### config.mk
export PLATFORM = sky130hd
export DESIGN_NAME = timer_bank_flat
export DESIGN_NICKNAME = d
export VERILOG_FILES = /design/src/rtl/timer_pkg.sv /design/src/rtl/timer_bank_if.sv /design/src/rtl/timer_chan.sv /design/src/rtl/timer_bank.sv /design/src/flat_wrapper.sv
export SDC_FILE = /design/constraint.sdc
export NUM_CORES = 1
export LEC_CHECK = 0
export ABC_CLOCK_PERIOD_IN_PS = 2350
export CAP_MARGIN = 30
export CORE_ASPECT_RATIO = 0.75
export CORE_MARGIN = 3
export CORE_UTILIZATION = 54
export CTS_CLUSTER_DIAMETER = 200
export DETAILED_ROUTE_END_ITERATION = 7
export HOLD_SLACK_MARGIN = 0.12
export PLACE_DENSITY = 0.87
export SYNTH_ARGS = -nofsm -noshare
export SYNTH_HDL_FRONTEND = slang
export SYNTH_HIERARCHICAL = 1
export SYNTH_SLANG_ARGS = --single-unit
### constraint.sdc
create_clock -name clk -period 2.35 [get_ports clk]
set_input_delay 0.3525 -clock clk [delete_from_list [all_inputs] [get_ports clk]]
set_output_delay 0.3525 -clock clk [all_outputs]
set_load 0.1 [all_outputs]
### src/rtl/timer_pkg.sv
// Shared definitions for the timer bank: channel FSM states, register
// word offsets within a channel block and CTRL bit positions.
package timer_pkg;

    typedef enum logic [1:0] {
        ST_IDLE = 2'd0,
        ST_LOAD = 2'd1,
        ST_RUN  = 2'd2,
        ST_DONE = 2'd3
    } chan_state_e;

    // Word offsets (paddr[3:2]) inside a 0x10-byte channel block
    localparam logic [1:0] REG_CTRL   = 2'd0;
    localparam logic [1:0] REG_LOAD   = 2'd1;
    localparam logic [1:0] REG_COUNT  = 2'd2;
    localparam logic [1:0] REG_STATUS = 2'd3;

    localparam int unsigned CHAN_STRIDE = 16;

    localparam int unsigned CTRL_EN = 0;
    localparam int unsigned CTRL_AR = 1;
    localparam int unsigned CTRL_IE = 2;
    localparam int unsigned CTRL_W  = 3;

endpackage

### src/rtl/timer_bank_if.sv
// APB-style register bus between a host and the timer bank.
interface timer_bank_if;
    logic        psel;
    logic        penable;
    logic        pwrite;
    logic [7:0]  paddr;
    logic [31:0] pwdata;
    logic [31:0] prdata;
    logic        pready;
    logic        pslverr;

    modport master (
        output psel, penable, pwrite, paddr, pwdata,
        input  prdata, pready, pslverr
    );

    modport slave (
        input  psel, penable, pwrite, paddr, pwdata,
        output prdata, pready, pslverr
    );
endinterface

### src/rtl/timer_chan.sv
// One down-counter channel: CTRL/LOAD/STATUS registers, IDLE/LOAD/RUN/DONE
// sequencing on the shared tick, and a sticky interrupt flag.
module timer_chan
    import timer_pkg::*;
#(
    parameter int unsigned WIDTH = 16
) (
    input  logic              clk,
    input  logic              reset,
    input  logic              tick,
    input  logic              ctrl_we,
    input  logic              load_we,
    input  logic              status_clr,
    input  logic [WIDTH-1:0]  wdata,
    output logic [CTRL_W-1:0] ctrl,
    output logic [WIDTH-1:0]  load,
    output logic [WIDTH-1:0]  count,
    output logic              intr,
    output logic              irq
);

    chan_state_e      state, state_next;
    logic [WIDTH-1:0] count_next;
    logic             intr_set;
    logic             en;
    logic             auto_reload;

    assign en          = ctrl[CTRL_EN];
    assign auto_reload = ctrl[CTRL_AR];
    assign irq         = intr & ctrl[CTRL_IE];

    always_ff @(posedge clk) begin
        if (reset) begin
            state <= ST_IDLE;
            ctrl  <= '0;
            load  <= '0;
            count <= '0;
            intr  <= 1'b0;
        end else begin
            state <= state_next;
            count <= count_next;
            if (ctrl_we) ctrl <= wdata[CTRL_W-1:0];
            if (load_we) load <= wdata;
            // A terminal event in the same cycle as a W1C keeps the flag set
            if (intr_set)        intr <= 1'b1;
            else if (status_clr) intr <= 1'b0;
        end
    end

    always_comb begin
        state_next = state;
        count_next = count;
        intr_set   = 1'b0;
        case (state)
            ST_IDLE: begin
                if (en) state_next = ST_LOAD;
            end
            ST_LOAD: begin
                if (!en) begin
                    state_next = ST_IDLE;
                end else begin
                    count_next = load;
                    if (load == '0) begin
                        intr_set   = 1'b1;
                        state_next = ST_DONE;
                    end else begin
                        state_next = ST_RUN;
                    end
                end
            end
            ST_RUN: begin
                if (!en) begin
                    state_next = ST_IDLE;
                end else if (tick) begin
                    if (count != '0) begin
                        count_next = count - 1'b1;
                    end else begin
                        intr_set = 1'b1;
                        if (auto_reload) count_next = load;
                        else             state_next = ST_DONE;
                    end
                end
            end
            ST_DONE: begin
                count_next = '0;
                if (!en) state_next = ST_IDLE;
            end
            default: state_next = ST_IDLE;
        endcase
    end

endmodule

### src/rtl/timer_bank.sv
// Bank of independent down-counter timers behind an APB-style register bus,
// sharing one programmable prescaler tick.
module timer_bank
    import timer_pkg::*;
#(
    parameter int unsigned NUM_CH = 4,
    parameter int unsigned WIDTH  = 16,
    parameter int unsigned PRE_W  = 8
) (
    input  logic              clk,
    input  logic              reset,
    timer_bank_if.slave       bus,
    output logic [NUM_CH-1:0] irq,
    output logic              irq_any
);

    localparam logic [3:0] NCH = 4'(NUM_CH);

    logic             access;
    logic             wr;
    logic [3:0]       chan_idx;
    logic [1:0]       reg_sel;
    logic             chan_hit;
    logic             pre_hit;
    logic             tick;
    logic [PRE_W-1:0] prescale;
    logic [PRE_W-1:0] pre_cnt;
    logic [31:0]      rdata;

    logic [CTRL_W-1:0] ctrl_q  [NUM_CH];
    logic [WIDTH-1:0]  load_q  [NUM_CH];
    logic [WIDTH-1:0]  count_q [NUM_CH];
    logic [NUM_CH-1:0] intr_q;

    logic unused_bits;
    assign unused_bits = ^{bus.paddr[1:0], bus.pwdata};

    assign access   = bus.psel & bus.penable;
    assign wr       = access & bus.pwrite;
    assign chan_idx = bus.paddr[7:4];
    assign reg_sel  = bus.paddr[3:2];
    assign chan_hit = (chan_idx < NCH);
    assign pre_hit  = (chan_idx == NCH) && (reg_sel == 2'd0);

    // Tick fires when the count reaches PRESCALE, giving a period of PRESCALE+1
    assign tick = (pre_cnt == prescale);

    always_ff @(posedge clk) begin
        if (reset) begin
            prescale <= '0;
            pre_cnt  <= '0;
        end else if (wr && pre_hit) begin
            prescale <= bus.pwdata[PRE_W-1:0];
            pre_cnt  <= '0;
        end else if (tick) begin
            pre_cnt <= '0;
        end else begin
            pre_cnt <= pre_cnt + 1'b1;
        end
    end

    for (genvar i = 0; i < NUM_CH; i++) begin : g_chan
        logic sel;
        assign sel = wr && chan_hit && (chan_idx == 4'(i));

        timer_chan #(.WIDTH(WIDTH)) u_chan (
            .clk        (clk),
            .reset      (reset),
            .tick       (tick),
            .ctrl_we    (sel && (reg_sel == REG_CTRL)),
            .load_we    (sel && (reg_sel == REG_LOAD)),
            .status_clr (sel && (reg_sel == REG_STATUS) && bus.pwdata[0]),
            .wdata      (bus.pwdata[WIDTH-1:0]),
            .ctrl       (ctrl_q[i]),
            .load       (load_q[i]),
            .count      (count_q[i]),
            .intr       (intr_q[i]),
            .irq        (irq[i])
        );
    end

    always_comb begin
        rdata = '0;
        if (access && !reset) begin
            if (pre_hit) begin
                rdata = 32'(prescale);
            end else begin
                for (int unsigned i = 0; i < NUM_CH; i++) begin
                    if (chan_hit && (chan_idx == 4'(i))) begin
                        case (reg_sel)
                            REG_CTRL:   rdata = 32'(ctrl_q[i]);
                            REG_LOAD:   rdata = 32'(load_q[i]);
                            REG_COUNT:  rdata = 32'(count_q[i]);
                            REG_STATUS: rdata = 32'(intr_q[i]);
                            default:    rdata = '0;
                        endcase
                    end
                end
            end
        end
    end

    assign bus.prdata  = rdata;
    assign bus.pready  = 1'b1;
    assign bus.pslverr = access && !reset && !chan_hit && !pre_hit;
    assign irq_any     = |irq;

endmodule

### src/flat_wrapper.sv
// flat-port wrapper written by rule: the top's interface ports become plain ports
module timer_bank_flat import timer_pkg::*;
#(
    parameter int unsigned NUM_CH = 4,
    parameter int unsigned WIDTH  = 16,
    parameter int unsigned PRE_W  = 8
)
  (clk, reset, irq, irq_any, bus_psel, bus_penable, bus_pwrite, bus_paddr, bus_pwdata, bus_prdata, bus_pready, bus_pslverr);
  timer_bank_if bus_i ();
  input  logic clk;
  input  logic reset;
  output logic [NUM_CH-1:0] irq;
  output logic irq_any;
  input wire logic [$bits(bus_i.psel)-1:0] bus_psel;
  input wire logic [$bits(bus_i.penable)-1:0] bus_penable;
  input wire logic [$bits(bus_i.pwrite)-1:0] bus_pwrite;
  input wire logic [$bits(bus_i.paddr)-1:0] bus_paddr;
  input wire logic [$bits(bus_i.pwdata)-1:0] bus_pwdata;
  output wire logic [$bits(bus_i.prdata)-1:0] bus_prdata;
  output wire logic [$bits(bus_i.pready)-1:0] bus_pready;
  output wire logic [$bits(bus_i.pslverr)-1:0] bus_pslverr;
  assign bus_i.psel = bus_psel;
  assign bus_i.penable = bus_penable;
  assign bus_i.pwrite = bus_pwrite;
  assign bus_i.paddr = bus_paddr;
  assign bus_i.pwdata = bus_pwdata;
  assign bus_prdata = bus_i.prdata;
  assign bus_pready = bus_i.pready;
  assign bus_pslverr = bus_i.pslverr;
  timer_bank #(.NUM_CH(NUM_CH), .WIDTH(WIDTH), .PRE_W(PRE_W)) u_core (.clk(clk), .reset(reset), .bus(bus_i), .irq(irq), .irq_any(irq_any));
endmodule
Word level (Yosys, flattened, before mapping). Index checks and enable logic that the tools add are counted.

Register bits: 168. Logic and storage cells: 257. Output and inout bits: 39. Input bits: 45.

Mux-type cells: 102. Bitwise gates (word level): 6. Equality and inequality tests: 56. Reductions and logical operators: 65. Add/sub/neg operators: 5. Order comparisons: 1.

Operators by type and width (count): 32-bit case mux with 4 select lines (4); 16-bit 2-to-1 mux (20); 32-bit 2-to-1 mux (6); 16-bit case mux with 3 select lines (4); 16-bit logical NOT (4); 16-bit nonzero test (4); 16-bit by 1-bit subtractor with 16-bit output (second input constant) (4); 2-bit 2-to-1 mux (28); 5-bit AND reduction (8); 3-bit != test (second input constant) (13); 2-bit != test (second input constant) (17); 1-bit 2-to-1 mux (32); 2-bit case mux with 4 select lines (4); 1-bit logical AND (30); 2-bit equality test (second input constant) (10); 3-bit nonzero test (4); 2-bit by 1-bit equality test with 1-bit output (second input constant) (5); 2-bit logical NOT (5); 3-bit by 2-bit != test with 1-bit output (second input constant) (3); 8-bit by 1-bit adder with 8-bit output (second input constant) (1); 4-bit by 2-bit equality test with 1-bit output (second input constant) (2); 8-bit equality test (1); 1-bit case mux with 2 select lines (4); 2-bit nonzero test (4); 9 further kinds (18).

Depth between registers and ports, before layout.
Word-level depth: 8. Mapped depth: 10. Depth with buffers taken out: 8.

Cells and area by module. The synthesis kept the hierarchy.

By module, submodules not included: timer_chan (u_core.g_chan[0].u_chan ...) (times used 3, seq. area each 760.7 um2, area an instance 2167.1 um2, cells an instance 245); timer_bank (times used 1, seq. area each 320.3 um2, area an instance 2282.2 um2, cells an instance 293); timer_chan (u_core.g_chan[3].u_chan) (times used 1, seq. area each 760.7 um2, area an instance 2122.0 um2, cells an instance 241).

Worst setup path after synthesis. Ideal clock, no wire load.

Kind: input to output. Start: input port bus_paddr[3]. End: output port bus_pslverr. Arrival time: 3.045 ns. Setup slack: -1.047 ns. Buffers on the path: 3. Cell stages on the path: 6. Cell sequence: buf_4 > nor2_1 > and2_1 > buf_4 > buf_6 > nor3_1.

Word-level cells in the longest chain between the ends: 4.

Ends and longest elaborated chain: start: declaration (RTL line flat_wrapper.sv:17) `input wire logic [$bits(bus_i.paddr)-1:0] bus_paddr;`; 2-bit logical NOT (RTL line timer_bank.sv:43) `assign pre_hit = (chan_idx == NCH) && (reg_sel == 2'd0);`; 1-bit logical AND (RTL line timer_bank.sv:43); 1-bit logical NOT (RTL line timer_bank.sv:105) `assign bus.pslverr = access && !reset && !chan_hit && !pre_hit;`; 1-bit logical AND (RTL line timer_bank.sv:105); end: declaration (RTL line flat_wrapper.sv:21) `output wire logic [$bits(bus_i.pslverr)-1:0] bus_pslverr;`.

Every way passes these cells.

Worst setup path in the final report.
Start: register u_core.g_chan[3].u_chan.load[14]. End: output port bus_prdata[14].

Word-level cells in the longest chain between the ends: 4.

Ends and longest elaborated chain: start: declaration (RTL line timer_chan.sv:16) `output logic [WIDTH-1:0] load,`; start signal: assignment (RTL line timer_chan.sv:43) `if (load_we) load <= wdata;`; 32-bit case mux with 4 select lines (RTL line timer_bank.sv:90) `case (reg_sel)`; 32-bit 2-to-1 mux (RTL line timer_bank.sv:89) `if (chan_hit && (chan_idx == 4'(i))) begin`; 32-bit 2-to-1 mux (RTL line timer_bank.sv:85) `if (pre_hit) begin`; 32-bit 2-to-1 mux (RTL line timer_bank.sv:84) `if (access && !reset) begin`; end: declaration (RTL line flat_wrapper.sv:19) `output wire logic [$bits(bus_i.prdata)-1:0] bus_prdata;`.

Every way passes these cells. The select of a mux whose other input is x is not followed.

==> impl_results.md <==
- Clock buffer depth: 2
- Top post-synthesis cells by area: dfxtp_1 (31%), mux2i_1 (8.1%), nor2_1 (5.2%)
- DR vias: 11600
- Worst R2R Start: u_core/g_chan[0].u_chan/count[10]
- Seq pwr share: between 40% and 50%
- Worst path buffer plus inverter count: 1
- Hpwl dp: 27000 um
- Root Buffer: clkbuf_16
- Part of the power in the clock network: a little under half
- Top-area cell type share of the netlist area: 30.8%
- Fraction of registers with async set/reset: 0%
- Maximum VDD drop: between 0.4 and 0.5 mV
- Outcome: complete, but fails checks
- Reg clk slew, reported paths: around 0.070 ns
- Final count of negative-setup-slack endpoints: 6
- Worst Hold Class: input pin to register
- Sw power: 1.70 mW
- FF+latch area: 3400 um2
- H-tree depth: 4
- Share of cells above drive strength 1: between 20% and 30%
- All-Layer GR Usage: 34.0%
- Die area: 22000 um2
- Die height: 129 um
- Synth warn: 6
- Post-synth EDFFs: 0
- Leak Pwr: 5.05 nW
- Drt initial violations: 2149
- TritonCTS Buffers: 17
- Setup TNS: -0.273 ns
- Sw frac: around a quarter
- Comb pwr share: under 10%
- Area delta synth->final: 28.4%
- Cell count after synthesis: 1269
- Post-synth top flop: dfxtp_1
- Die X-Extent: 170 um
- CP Capture Type: output port
- Largest net degree at the start of global routing: between 90 and 100
- Worst R2R Setup Slack: 0.03 ns
- CP Cell Sequence: mux2_2 > a222oi_1 > nand2b_1 > a21oi_2 > buf_12
- Vias in the first global route: 10800
- Highest-count cells in the layout ignoring fill and taps: buf_4 (172), nor2_1 (146), dfxtp_1 (143), mux2i_1 (88), inv_1 (70)
- Clock sink count: ~170
- Type of origin of the critical path: register
- Worst Setup Path Type: register to output port
- Mapped cell area: roughly 11000 um2
- Post-route ant nets: 0
- # IOs: 84
- Commonest non-fill, non-tap cell in the layout: buf_4
- Final Hold Fails: 0
- Power density over cell area: 466 nW/um2
- Max incr delay on CP: between 0.5 and 0.6 ns
- Final Cycle Share: 108%
- Vias per cell: 6.85
- GRT overflow: 0
- Slowest stage cell, crit path: a222oi_1
- Dpl cell area: 12800 um2
- Int Pwr: 4.82 mW
- Clock skew: 0.00900 ns
- Number of synthesized register bits: 168
- Final setup margin: -0.180 ns
- 1st-pass router iterations: 8
- Initial antenna violation count: 2
- Finished layout cell area: 14000 um2
- Post-route DRC: 1
- Multi-input logic area: 7140 um2
- F_max: 395 MHz
- Seq/Total Area, Yosys: 30.8%
- CTS tree: yes
- Buffers on Ports: 48
- Required @ worst endpoint: 2.00 ns
- Actual slew at the worst max-slew pin: around 0.84 ns
- Nets: 1504
- Core Footprint: 19600 um2
- Slew HR: a little over two fifths
- FILL cells: 1297
- Critical Path AT: around 2.2 ns
- Syn_area_per_cell: 8.59 um2
- Netlist cell types: 76
- Yosys top cell by area: dfxtp_1
- Initial Util: 55.6%
- RSZ-0062 raised after global routing: true
- Post-DR wirelength/cell: 23.4 um
- Tmin final: approximately 2.5 ns
- Final Wtd Congestion: 1.01
- CP delay by family, top: compound AO/OA/AOI/OAI gates
- Crit-path max FO: 5
- Slew Limit Fails: 0
- Hold Buf Count CTS: 0
- Skew-Pair Late Insertion Delay: 0.44 ns
- Worst Setup SP: u_core/g_chan[3].u_chan/load[14]
- Rows: 44
- First-pass GRT wire length: 59100 um
- Failing checks: DRC, setup timing
- HP Start: reset
- Final wirelength: 39700 um
- Max-Cap Viols: 0
Yosys cell counts, types with 6 or more instances:
library cell  instances
buf_2                20
xnor2_1               9
nor3_1               26
nor2_1              150
o41ai_1               6
nand4_1              12
or4_1                 8
a32oi_1              30
o31ai_1               6
ha_1                 29
o32ai_1              27
nor4_1               25
a211o_1              10
o32ai_2              16
buf_6                10
o21ai_0              25
nand3_1              43
mux2_2                9
nor3b_1               8
o22ai_1              14
a21boi_0              6
a311oi_1              6
and2_1               12
a221oi_1             25
nand3b_1              7
or4b_2                7
xor2_1                8
clkbuf_1             46
mux2i_1              88
nand2_1              57
a211oi_1             18
a22oi_1              46
dfxtp_1             168
nor2b_1              13
o21a_1               14
inv_1                70
a21oi_1              55
a31oi_1              11
buf_4                34
stage by stage:
stage / power (mW) / hold WS [ns] / utilization (%) / setup WS [ns] / instances
after floorplan: 3.30 / 0.450 / - / -0.280 / 1284
after global placement: 3.47 / 0.462 / 65.2 / -0.346 / 1642
after detailed placement: 3.48 / 0.483 / 65.2 / -0.393 / 1642
after CTS: 6.49 / 0.222 / 69.3 / -0.00227 / 1685
after global routing: 6.67 / 0.230 / 71.4 / -0.112 / 1695
final: 6.52 / 0.233 / 71.4 / -0.180 / 1696
logic make-up (layout without fill, tap and decap cells):
kind of cell / Yosys count / after routing / synth area share, %
simple gates: 407 / 409 / 19.7
compound gates: 359 / 359 / 26.2
buf+inv: 185 / 341 / 8.46
flops: 168 / 168 / 30.8
mux: 102 / 102 / 10.1
fa+ha+maj: 29 / 29 / 3.33
xor+xnor: 17 / 17 / 1.37
other cells: 2 / 18 / 0.0689
final timing paths:
path | end | depth (start not counted)
min | u_core/g_chan[3].u_chan/count[14] | 2
max reg2reg | u_core/g_chan[0].u_chan/count[10] | 6
max | bus_prdata[14] | 5
min reg2reg | u_core/g_chan[2].u_chan/intr | 2
power by group through the flow:
| stage | clock network [mW] | logic (mW) | registers, mW |
|---|---|---|---|
| final | 3.05 | 0.606 | 2.86 |
| after CTS | 3.05 | 0.569 | 2.86 |
| after global placement | 0 | 0.541 | 2.93 |
| after detailed placement | 0 | 0.553 | 2.93 |
| after global routing | 3.18 | 0.625 | 2.86 |
| after floorplan | 0 | 0.370 | 2.93 |
sequential cells by signal (all words and copies together), names as in the netlist:
register                    cells
u_core/pre_cnt                  8
u_core/prescale                 8
u_core/g_chan.u_chan/ctrl      12
u_core/g_chan.u_chan/load      64
u_core/g_chan.u_chan/state      8
u_core/g_chan.u_chan/count     64
u_core/g_chan.u_chan/intr       4
routing by layer:
layer,wire (um),vias up,part of all wire [%],GRT usage [%]
met5,0,-,0,0
met4,1850,0,4.7,13.7
met3,5660,175,14,10.3
met2,16900,891,43,50.8
met1,15300,5451,38,46.1
li1,-,5106,-,-
final cells by class:
class / count / area share, %
Clock inverter: 13 / 1.39
Sequential cell: 168 / 24.3
Inverter: 70 / 1.88
Clock buffer: 18 / 3.07
Multi-Input combinational cell: 933 / 51.0
Timing Repair Buffer: 240 / 16.1
Antenna cell: 1 / 0.0179
Tap cell: 253 / 2.26
what timing repair did:
action / CTS / global route
setup buffers: 10 / 10
pin swaps: 8 / 40
resized for setup: 46 / 87
hold endpoints to repair: 0 / 0
endpoints found under the setup margin: 23 / 68
gates cloned: 3 / 1
No activity file was read; power rests on OpenSTA's default activity.
